==> config.mk <==
export PLATFORM = sky130hd
export DESIGN_NAME = memory_responder
export DESIGN_NICKNAME = d
export VERILOG_FILES = /design/src/rtl/memory_responder_pkg.sv /design/src/rtl/memory_responder_wait_state_counter.sv /design/src/rtl/memory_responder.sv
export SDC_FILE = /design/constraint.sdc
export NUM_CORES = 1
export LEC_CHECK = 0
export BUFFER_PORTS_ARGS = -buffer_cell sky130_fd_sc_hd__clkbuf_2
export CAP_MARGIN = 5
export CORE_MARGIN = 2
export CORE_UTILIZATION = 41
export DETAILED_ROUTE_END_ITERATION = 7
export PLACE_DENSITY = 0.88
export SYNTH_ARGS = -nofsm -noshare
export SYNTH_HDL_FRONTEND = slang
export SYNTH_SLANG_ARGS = --single-unit
==> constraint.sdc <==
create_clock -name clk -period 1.25 [get_ports clk]
set_input_delay 0.0625 -clock clk [delete_from_list [all_inputs] [get_ports clk]]
set_output_delay 0.0625 -clock clk [all_outputs]
set_load 0.05 [all_outputs]
==> src/rtl/memory_responder_pkg.sv <==
// Shared encodings for the memory responder: FSM state codes and the
// memory_command encoding used by the controller.
package memory_responder_pkg;

    typedef logic [1:0] state_t;

    localparam state_t IDLE    = 2'd0;
    localparam state_t WAIT    = 2'd1;
    localparam state_t ACCESS  = 2'd2;
    localparam state_t RESPOND = 2'd3;

    localparam logic MEM_READ  = 1'b0;
    localparam logic MEM_WRITE = 1'b1;

endpackage

==> src/rtl/memory_responder_wait_state_counter.sv <==
// Loadable down-counter that paces the wait-state phase; zero is asserted
// when the count is exhausted.
module wait_state_counter #(
    parameter int unsigned WIDTH = 4
) (
    input  logic             clk,
    input  logic             reset_n,
    input  logic             load,
    input  logic [WIDTH-1:0] load_value,
    input  logic             decrement,
    output logic             zero
);

    logic [WIDTH-1:0] count_q;

    always_ff @(posedge clk or negedge reset_n) begin
        if (!reset_n) begin
            count_q <= '0;
        end else if (load) begin
            count_q <= load_value;
        end else if (decrement && (count_q != '0)) begin
            count_q <= count_q - WIDTH'(1);
        end
    end

    assign zero = (count_q == '0);

endmodule

==> src/rtl/memory_responder.sv <==
// Slave side of the core memory handshake: latches a request, optionally waits,
// performs one access on a synchronous SRAM and returns a one-cycle valid.
module memory_responder
    import memory_responder_pkg::*;
#(
    parameter int unsigned ADDR_WIDTH  = 14,
    parameter int unsigned WAIT_STATES = 0
) (
    input  logic                  clk,
    input  logic                  reset_n,
    input  logic                  memory_enable,
    input  logic                  memory_command,
    input  logic [31:0]           address,
    input  logic [31:0]           write_data,
    input  logic [3:0]            write_strobe,
    output logic                  memory_ready,
    output logic                  memory_valid,
    output logic [31:0]           read_data,
    output logic                  bus_error,
    output logic                  sram_en,
    output logic [3:0]            sram_we,
    output logic [ADDR_WIDTH-1:0] sram_addr,
    output logic [31:0]           sram_wdata,
    input  logic [31:0]           sram_rdata
);

    state_t                state_q, state_d;
    logic                  ready_q;
    logic [ADDR_WIDTH-1:0] addr_q;
    logic                  cmd_q;
    logic                  err_q;
    logic [31:0]           wdata_q;
    logic [3:0]            strb_q;
    logic [31:0]           rdata_hold_q;
    logic                  accept;
    logic                  out_of_range;
    logic                  wait_zero;

    assign accept       = ready_q && memory_enable;
    assign out_of_range = (address >> (ADDR_WIDTH + 2)) != 32'd0;

    if (WAIT_STATES > 0) begin : g_wait
        localparam logic [3:0] WaitLoad = 4'(WAIT_STATES - 1);

        wait_state_counter #(
            .WIDTH(4)
        ) u_wait_counter (
            .clk       (clk),
            .reset_n   (reset_n),
            .load      (accept && !out_of_range),
            .load_value(WaitLoad),
            .decrement (state_q == WAIT),
            .zero      (wait_zero)
        );
    end else begin : g_no_wait
        assign wait_zero = 1'b1;
    end

    always_comb begin
        state_d = state_q;
        case (state_q)
            IDLE: begin
                if (accept) begin
                    if (out_of_range)          state_d = RESPOND;
                    else if (WAIT_STATES == 0) state_d = ACCESS;
                    else                       state_d = WAIT;
                end
            end
            WAIT:    if (wait_zero) state_d = ACCESS;
            ACCESS:  state_d = RESPOND;
            RESPOND: state_d = IDLE;
            default: state_d = IDLE;
        endcase
    end

    always_ff @(posedge clk or negedge reset_n) begin
        if (!reset_n) begin
            state_q      <= IDLE;
            ready_q      <= 1'b0;
            addr_q       <= '0;
            cmd_q        <= MEM_READ;
            err_q        <= 1'b0;
            wdata_q      <= '0;
            strb_q       <= '0;
            rdata_hold_q <= '0;
        end else begin
            state_q <= state_d;
            // Ready is a flop so it can never coincide with the valid pulse.
            ready_q <= (state_d == IDLE);
            if (accept) begin
                addr_q  <= address[ADDR_WIDTH+1:2];
                cmd_q   <= memory_command;
                err_q   <= out_of_range;
                wdata_q <= write_data;
                strb_q  <= write_strobe;
            end
            if (state_q == RESPOND) rdata_hold_q <= read_data;
        end
    end

    always_comb begin
        memory_ready = ready_q;
        memory_valid = (state_q == RESPOND);
        bus_error    = memory_valid && err_q;
        read_data    = rdata_hold_q;
        if (memory_valid) begin
            read_data = (err_q || (cmd_q == MEM_WRITE)) ? 32'd0 : sram_rdata;
        end
        sram_en    = (state_q == ACCESS);
        sram_we    = (sram_en && (cmd_q == MEM_WRITE)) ? strb_q : 4'b0000;
        sram_addr  = addr_q;
        sram_wdata = wdata_q;
    end

endmodule

**Word-level counts from Yosys, hierarchy flattened**

Cells that the tools add are included.
Widths: inputs -> output; s select.

- Bits of input ports: 104
- Word-level logic and storage cells: 24
- Register bits after elaboration: 87
- Output and inout port bits: 86

- Reduce and logical (&&, ||, !) cells: 7
- Muxes and demuxes: 6
- Equal/unequal tests: 3

Operators with widths:

| operator | number |
|---|---|
| $mux 32 | 2 |
| $reduce_bool 32->1 | 1 |
| $pmux 2 s4 | 1 |
| $eq 2x2->1 const B | 2 |
| $logic_not 2->1 | 2 |
| $mux 4 | 1 |
| $logic_and 1x1->1 | 3 |
| $eq 2x1->1 const B | 1 |
| $mux 2 | 1 |
| $logic_or 1x1->1 | 1 |
| $mux 1 | 1 |

**Longest topological paths before layout**

Gate-level depths: netlist (run 1).

- Word-level depth: 5
- Gate-level depth with buffers: 6
- Depth with buffers taken out: 5

**Worst setup path before layout (run 1)**

OpenSTA, ideal clock, no wires.

- Path kind: register to output
- Start point: reg state_q[1]
- End point: out read_data[12]
- Required time: 1.188 ns
- Setup slack: -1.129 ns
- Data arrival time: 2.316 ns
- Stages on the path, launching flop included: 5
- Buffers on the path: 2
- Path through: dfrtp_1 > ha_1 > buf_4 > clkbuf_1 > o21ai_0

- Longest elaborated chain between the ends: 2

RTL lines:

| item | RTL line | RTL |
|---|---|---|
| start: declaration | memory_responder.sv:27 | `state_t state_q, state_d;` |
| start signal: assignment | memory_responder.sv:87 | `state_q <= state_d;` |
| $eq 2x2->1 | memory_responder.sv:103 | `memory_valid = (state_q == RESPOND);` |
| net memory_valid | memory_responder.sv:17 | `output logic memory_valid,` |
| $mux 32 | memory_responder.sv:106 | `if (memory_valid) begin` |
| end: declaration | memory_responder.sv:18 | `output logic [31:0] read_data,` |

The timed path passes the listed nets, and every way through them passes these cells.

**Worst setup path in the final report (run 1)**

- Start point: reg state_q[0]
- End point: out read_data[9]

- Longest elaborated chain between the ends: 2

RTL lines:

| item | RTL line |
|---|---|
| $eq 2x2->1 | memory_responder.sv:103 |
| $mux 32 | memory_responder.sv:106 |

No other way between the ends.

==> impl_metrics.tcl, run 1 <==
set metrics [dict create \
    status "finished with violations" \
    violations "setup timing" \
    syn-num-nets 416 \
    antenna_left 0 \
    hold_class "in2reg" \
    max_freq_mhz 531.8 \
    slew_headroom_pct 64.62 \
    power_density_nw_per_um2 2063 \
    tns_ps -25880 \
    r2r_cells 5 \
    p_clk_share_pct 12.8 \
    reg2reg_slack_ps -270 \
    antenna_found_initial 0 \
    fin_ws_ps -630.6 \
    initial_core_util_pct 41.76 \
    critPathMaxStageDelay_ps 400 \
    drive_gt1_share_pct 65.62 \
    grt_use_met2_pct 49.92 \
    slowest_stage "dfrtp_1" \
    synthAdderAreaFrac_pct 1.041 \
    port_buffers 187 \
    synth.distinct_cells 24 \
    grt_overflow 0 \
    syn_to_final_growth_pct 107.4 \
    cp-startpoint "state_q[0]" \
    cts_buffers 9 \
    core_area_sq_um 8636 \
    drc 0 \
    grtUsageMet1_pct 27.19 \
    cts_root_buffer "clkbuf_8" \
    r2r_end "rdata_hold_q[30]" \
    synth-xor-area-share_pct 0 \
    rsz0062_at_grt "yes" \
    cts_num_sinks 87 \
    grt_start_max_net_pins 88 \
    maxSlewViolCount 0 \
    endpoint "read_data[9]" \
    p_sw_mw 7.127 \
    drv_cap 0 \
    die_w_um 97.78 \
    switching_share_pct 46.21 \
    wl_um 15080 \
    crit_family "buffers and inverters" \
    dp.final_hpwl_um 6968 \
    period_share_pct 150.4 \
    path_max_fanout 8 \
    synth_top_family_by_area "multiplexers" \
    internal_power_mw 8.297 \
    crit_buf_inv 3 \
    rr_startpoint "state_q[0]" \
    layoutNonFillerInstCount 713 \
    ys_seq_elements 87 \
    die_h_um 97.78 \
    first_pass_iters 4 \
    synth-edff-count 0 \
    grt_pass1_vias 3833 \
    muxShareOfSynthArea_pct 15.93 \
    vdd_drop_max_mv 1.790 \
    synthArstFlopShare_pct 100.0 \
    power_mw 15.42 \
    dp_cells 608 \
    clk_latency_ps 350 \
    finalHoldViolCount 0 \
    final.fill_count 401 \
    multiInputGateArea_sq_um 2202 \
    track_usage_pct 26.13 \
    setup_viol 73 \
    yosys_warnings 0 \
    vias 3645 \
    htree_levels 3 \
    finalNetCount 707 \
    start_kind "flip-flop" \
    crit_required_ps 1190 \
    path_depth 7 \
    synth.area.top_cells "dfrtp_1 60%, mux2_2 16%, o21ai_0 8.3%, inv_1 3.5%, nand2_1 3.3%" \
    avgSynthCellArea_sq_um 11.67 \
    grt_pass1_wl_um 19330 \
    synthSimpleGateAreaFrac_pct 6.454 \
    pin_count 190 \
    worstSetupPathType "reg2out" \
    clk_pin_slew_ps 90 \
    gp_congestion 0.7760 \
    p_comb_share_pct 58.9 \
    cts_buffer_depth 2 \
    avgViaCountPerCell 5.112 \
    yosys.area.top_type "dfrtp_1" \
    p_leak_nw 3.653 \
    fin_worst_skew_ps 11.15 \
    synth_compound_area_share_pct 9.854 \
    top_usage_layer "met2" \
    num_rows 34 \
    first_iter_violations 67 \
    synth_cells 309 \
    tightest_slew_ps 525.9 \
    yosysSeqAreaShare_pct 60.37 \
    preCtsSetupSlack_ps -283.6 \
    wire_per_inst_um 21.14 \
    setup.worst_path.end_class "primary output" \
    use_met3_pct 7.015 \
    critical_path_arrival_ps 1820 \
    pwr-share-seq_pct 28.2 \
    design.die.area_sq_um 9561 \
    seqCellArea_sq_um 2178 \
    netlist_area_sq_um 3606 \
    path_cells "ha_4, nor3b_4, buf_6, clkbuf_16, nand2_2, o21ai_4, buf_8" \
    ys.flop_type "dfrtp_1" \
    n_antenna_cell 0 \
    synth_top_area_share_pct 60.37 \
    cts_tree "built" \
    fin_crit_ps 1881 \
]
## stage by stage
step	utilization [%]	hold slack, ps	cell area (sq um)
after floorplan	-	-233.1	4245
after global placement	63.40	127.2	5475
after detailed placement	63.40	135.9	5475
after CTS	78.08	0.3023	6743
after global routing	86.58	-0.5878	7477
final	86.58	19.37	7477
## synthesized netlist by cell type (2+ instances only)
master	n
and3_1	5
and2_1	2
nor2_1	3
nor4_1	2
buf_4	4
clkbuf_1	6
buf_6	3
dfrtp_1	87
mux2_2	51
or4_1	2
buf_2	3
o21ai_0	60
nand2_1	32
ha_1	3
inv_1	34
o21ai_1	4
## layout make-up
class / count / area share [%]
Sequential cell: 87 / 29.13
Timing Repair Buffer: 296 / 35.16
Tap cell: 108 / 1.807
Clock buffer: 12 / 1.941
Multi-Input combinational cell: 172 / 29.45
Clock inverter: 4 / 0.7363
Inverter: 34 / 1.774
## cell families after synthesis
kind of cell / count (synthesis)
muxes: 51
adders and majority gates: 3
buffers and inverters: 50
and+or+nand+nor: 49
AOI/OAI and AO/OA: 69
DFF: 87
## power by group through the flow
stage / Clock, mW / Sequential [mW] / Combinational (mW)
floorplan: 0 / 6.99 / 3.00
global placement: 0 / 4.28 / 7.65
detailed placement: 0 / 4.31 / 7.82
CTS: 2.00 / 4.31 / 8.51
global route: 2.13 / 4.46 / 9.43
finish: 1.98 / 4.36 / 9.09
## how the worst min path moves through the flow
stage | from | slack, ps | end | cells past startpoint
floorplan | reset_n | -230 | cmd_q | 0
global placement | reset_n | 130 | sram_wdata[6] | 2
detailed placement | reset_n | 140 | sram_wdata[7] | 2
CTS | sram_rdata[22] | 0.3 | rdata_hold_q[22] | 3
global route | sram_rdata[29] | -0.6 | rdata_hold_q[29] | 3
finish | sram_rdata[29] | 20 | rdata_hold_q[29] | 3
## cell usage in the layout (no fill, tap or decap), drive strengths merged
cell type	n
clkbuf	165
dfrtp	87
dlygate4sd3	72
buf	70
o21ai	64
mux2	51
inv	34
nand2	32
and3	5
ha	3
nor2	3
nor4	2
or4	2
clkinv	2
and2	2
a21oi	1
nand2b	1
o22ai	1
a31oi	1
nor3b	1
nor3	1
a31o	1
a2bb2oi	1
clkinvlp	1
bufinv	1
bufbuf	1
## worst reg2reg max path, stage by stage (launching register included)
cell and delay, ps:
dfrtp_1 420, ha_4 170, buf_4 170, buf_12 160
bufbuf_16 280, o21ai_1 210
## flip-flops by register name, summed over array words and instances (netlist names)
signal,cells
sram_addr,14
strb_q,4
rdata_hold_q,32
sram_wdata,32
state_q,2
err_q,1
memory_ready,1
cmd_q,1
## what timing repair did
action / CTS / global route
pin swaps: 1 / 17
setup buffers: 4 / 10
hold buffers: 57 / 15
resized for setup: 104 / 151
gates cloned: 2 / 2
setup endpoints to repair: 73 / 75
hold endpoints to repair: 143 / 16
## routing by layer
metal	vias up	routed length (um)
met4	0	834
met2	181	8422
met1	1788	4992
met3	57	826
met5	-	0
li1	1619	-
(Power assumes the default switching activity.)
==> run 2: changes to the inputs <==
--- a/config.mk
+++ b/config.mk
@@ -8,9 +8,10 @@
 export BUFFER_PORTS_ARGS = -buffer_cell sky130_fd_sc_hd__clkbuf_2
 export CAP_MARGIN = 5
 export CORE_MARGIN = 2
-export CORE_UTILIZATION = 41
+export CORE_UTILIZATION = 45
 export DETAILED_ROUTE_END_ITERATION = 7
-export PLACE_DENSITY = 0.88
+export PLACE_DENSITY = 0.91
+export SLEW_MARGIN = 20
 export SYNTH_ARGS = -nofsm -noshare
 export SYNTH_HDL_FRONTEND = slang
 export SYNTH_SLANG_ARGS = --single-unit
==> constraint.sdc (replaced) <==
create_clock -name clk -period 1.8 [get_ports clk]
set_input_delay 0.09 -clock clk [delete_from_list [all_inputs] [get_ports clk]]
set_output_delay 0.09 -clock clk [all_outputs]
set_load 0.05 [all_outputs]
==> impl_metrics.tcl, run 2 (same netlist as run 1, synthesis figures left out) <==
set metrics [dict create \
    fin_worst_skew_ps 16.33 \
    vias 3435 \
    start_kind "flip-flop" \
    cts_tree "built" \
    tns_ps -1707 \
    port_buffers 187 \
    crit_required_ps 1710 \
    wl_um 11650 \
    finalHoldViolCount 0 \
    grt_overflow 0 \
    setup.worst_path.end_class "primary output" \
    avgViaCountPerCell 5.029 \
    power_density_nw_per_um2 1459 \
    fin_crit_ps 1882 \
    antenna_found_initial 0 \
    endpoint "read_data[12]" \
    period_share_pct 104.5 \
    multiInputGateArea_sq_um 1424 \
    max_freq_mhz 531.4 \
    htree_levels 3 \
    clk_pin_slew_ps 80 \
    path_max_fanout 8 \
    design.die.area_sq_um 8745 \
    antenna_left 0 \
    critical_path_arrival_ps 1790 \
    maxSlewViolCount 0 \
    hold_class "in2reg" \
    clk_latency_ps 340 \
    power_mw 9.175 \
    cts_root_buffer "clkbuf_8" \
    r2r_cells 6 \
    p_leak_nw 3.042 \
    rr_startpoint "state_q[1]" \
    drive_gt1_share_pct 56.82 \
    cts_buffer_depth 2 \
    slew_headroom_pct 64.02 \
    wire_per_inst_um 17.06 \
    final.fill_count 401 \
    grt_start_max_net_pins 67 \
    syn_to_final_growth_pct 74.39 \
    fin_ws_ps -81.71 \
    layout_commonest_cell "clkbuf_2" \
    rsz0062_at_grt "yes" \
    num_rows 32 \
    drc 0 \
    finalNetCount 681 \
    cts_num_sinks 87 \
    tightest_slew_ps 539.6 \
    reg2reg_slack_ps 340 \
    vdd_drop_max_mv 1.305 \
    dp.final_hpwl_um 6185 \
    core_area_sq_um 7727 \
    pin_count 190 \
    cp-startpoint "state_q[1]" \
    track_usage_pct 25.37 \
    initial_core_util_pct 46.66 \
    r2r_end "memory_ready" \
    grt_pass1_wl_um 16970 \
    drv_cap 0 \
    violations "setup timing" \
    seqCellArea_sq_um 2177 \
    cts_buffers 9 \
    worstSetupPathType "reg2out" \
    status "finished with violations" \
    grt_pass1_vias 3561 \
    preCtsSetupSlack_ps 190.9 \
    setup_viol 33 \
    first_pass_iters 4 \
    die_w_um 93.52 \
    first_iter_violations 149 \
    layout_common_cells "148 x clkbuf_2, 87 x dfrtp_1, 68 x dlygate4sd3_1" \
    gp_congestion 0.7660 \
    die_h_um 93.52 \
]
run 2: cell count changes in the layout (fill, tap and decap cells not counted), sizes merged:
cell and delta:
buf -22, diode +2, dlygate4sd3 -4, clkbuf +1, clkinv +1, bufbuf -1, clkinvlp -1
run 2: worst min path at each step:
stage,slack (ps),start,endpoint,depth (start not counted)
2_1_floorplan,-210,reset_n,cmd_q,0
3_3_place_gp,100,reset_n,rdata_hold_q[10],1
3_5_place_dp,110,reset_n,rdata_hold_q[10],1
4_1_cts,3,sram_rdata[20],rdata_hold_q[20],3
5_1_grt,10,sram_rdata[11],rdata_hold_q[11],3
6_report,4,sram_rdata[11],rdata_hold_q[11],3
run 2: metrics by stage:
step / area, sq um / hold slack [ps] / utilization [%] / std cells
2_1_floorplan: 3729 / -205.6 / - / 309
3_3_place_gp: 4827 / 97.84 / 62.47 / 587
3_5_place_dp: 4827 / 109.7 / 62.47 / 587
4_1_cts: 6051 / 2.766 / 78.30 / 673
5_1_grt: 6284 / 10.26 / 81.31 / 681
6_report: 6289 / 4.296 / 81.38 / 683
run 2: layer usage:
layer	track usage, %	wire length (um)
met3	4.271	710
met4	11.03	299
met2	49.34	6636
met5	0	0
met1	26.36	4008
run 2: area by class of cell:
| cell class | instances | area share, % |
|---|---|---|
| clock inverters | 4 | 0.8357 |
| repair buffers | 270 | 35.14 |
| diodes | 2 | 0.07959 |
| flip-flops and latches | 87 | 34.62 |
| multi-input cells | 172 | 22.64 |
| clock buffers | 12 | 2.626 |
| inverters | 34 | 2.029 |
| well taps | 102 | 2.029 |
run 2: what timing repair did:
item,4_1_cts,5_1_grt
setup buffers,4,4
hold buffers,65,3
setup endpoints to repair,33,37
endpoints found under the hold margin,104,3
gates cloned,1,2
pin swaps,0,2
gates resized for setup,70,62
run 2: critical path, stage by stage (launching register included):
cell and delay [ps]:
dfrtp_1 410, ha_4 170, nor3b_4 220, buf_6 150, buf_12 140, nand2_2 80, o21ai_2 90, buf_8 170
run 2: power breakdown:
part	leakage, nW	switching [mW]	internal [mW]
Clock	0.113	0.661	0.758
Sequential	1.09	0.385	2.58
Combinational	1.84	3.30	1.49
Total	3.04	4.34	4.83
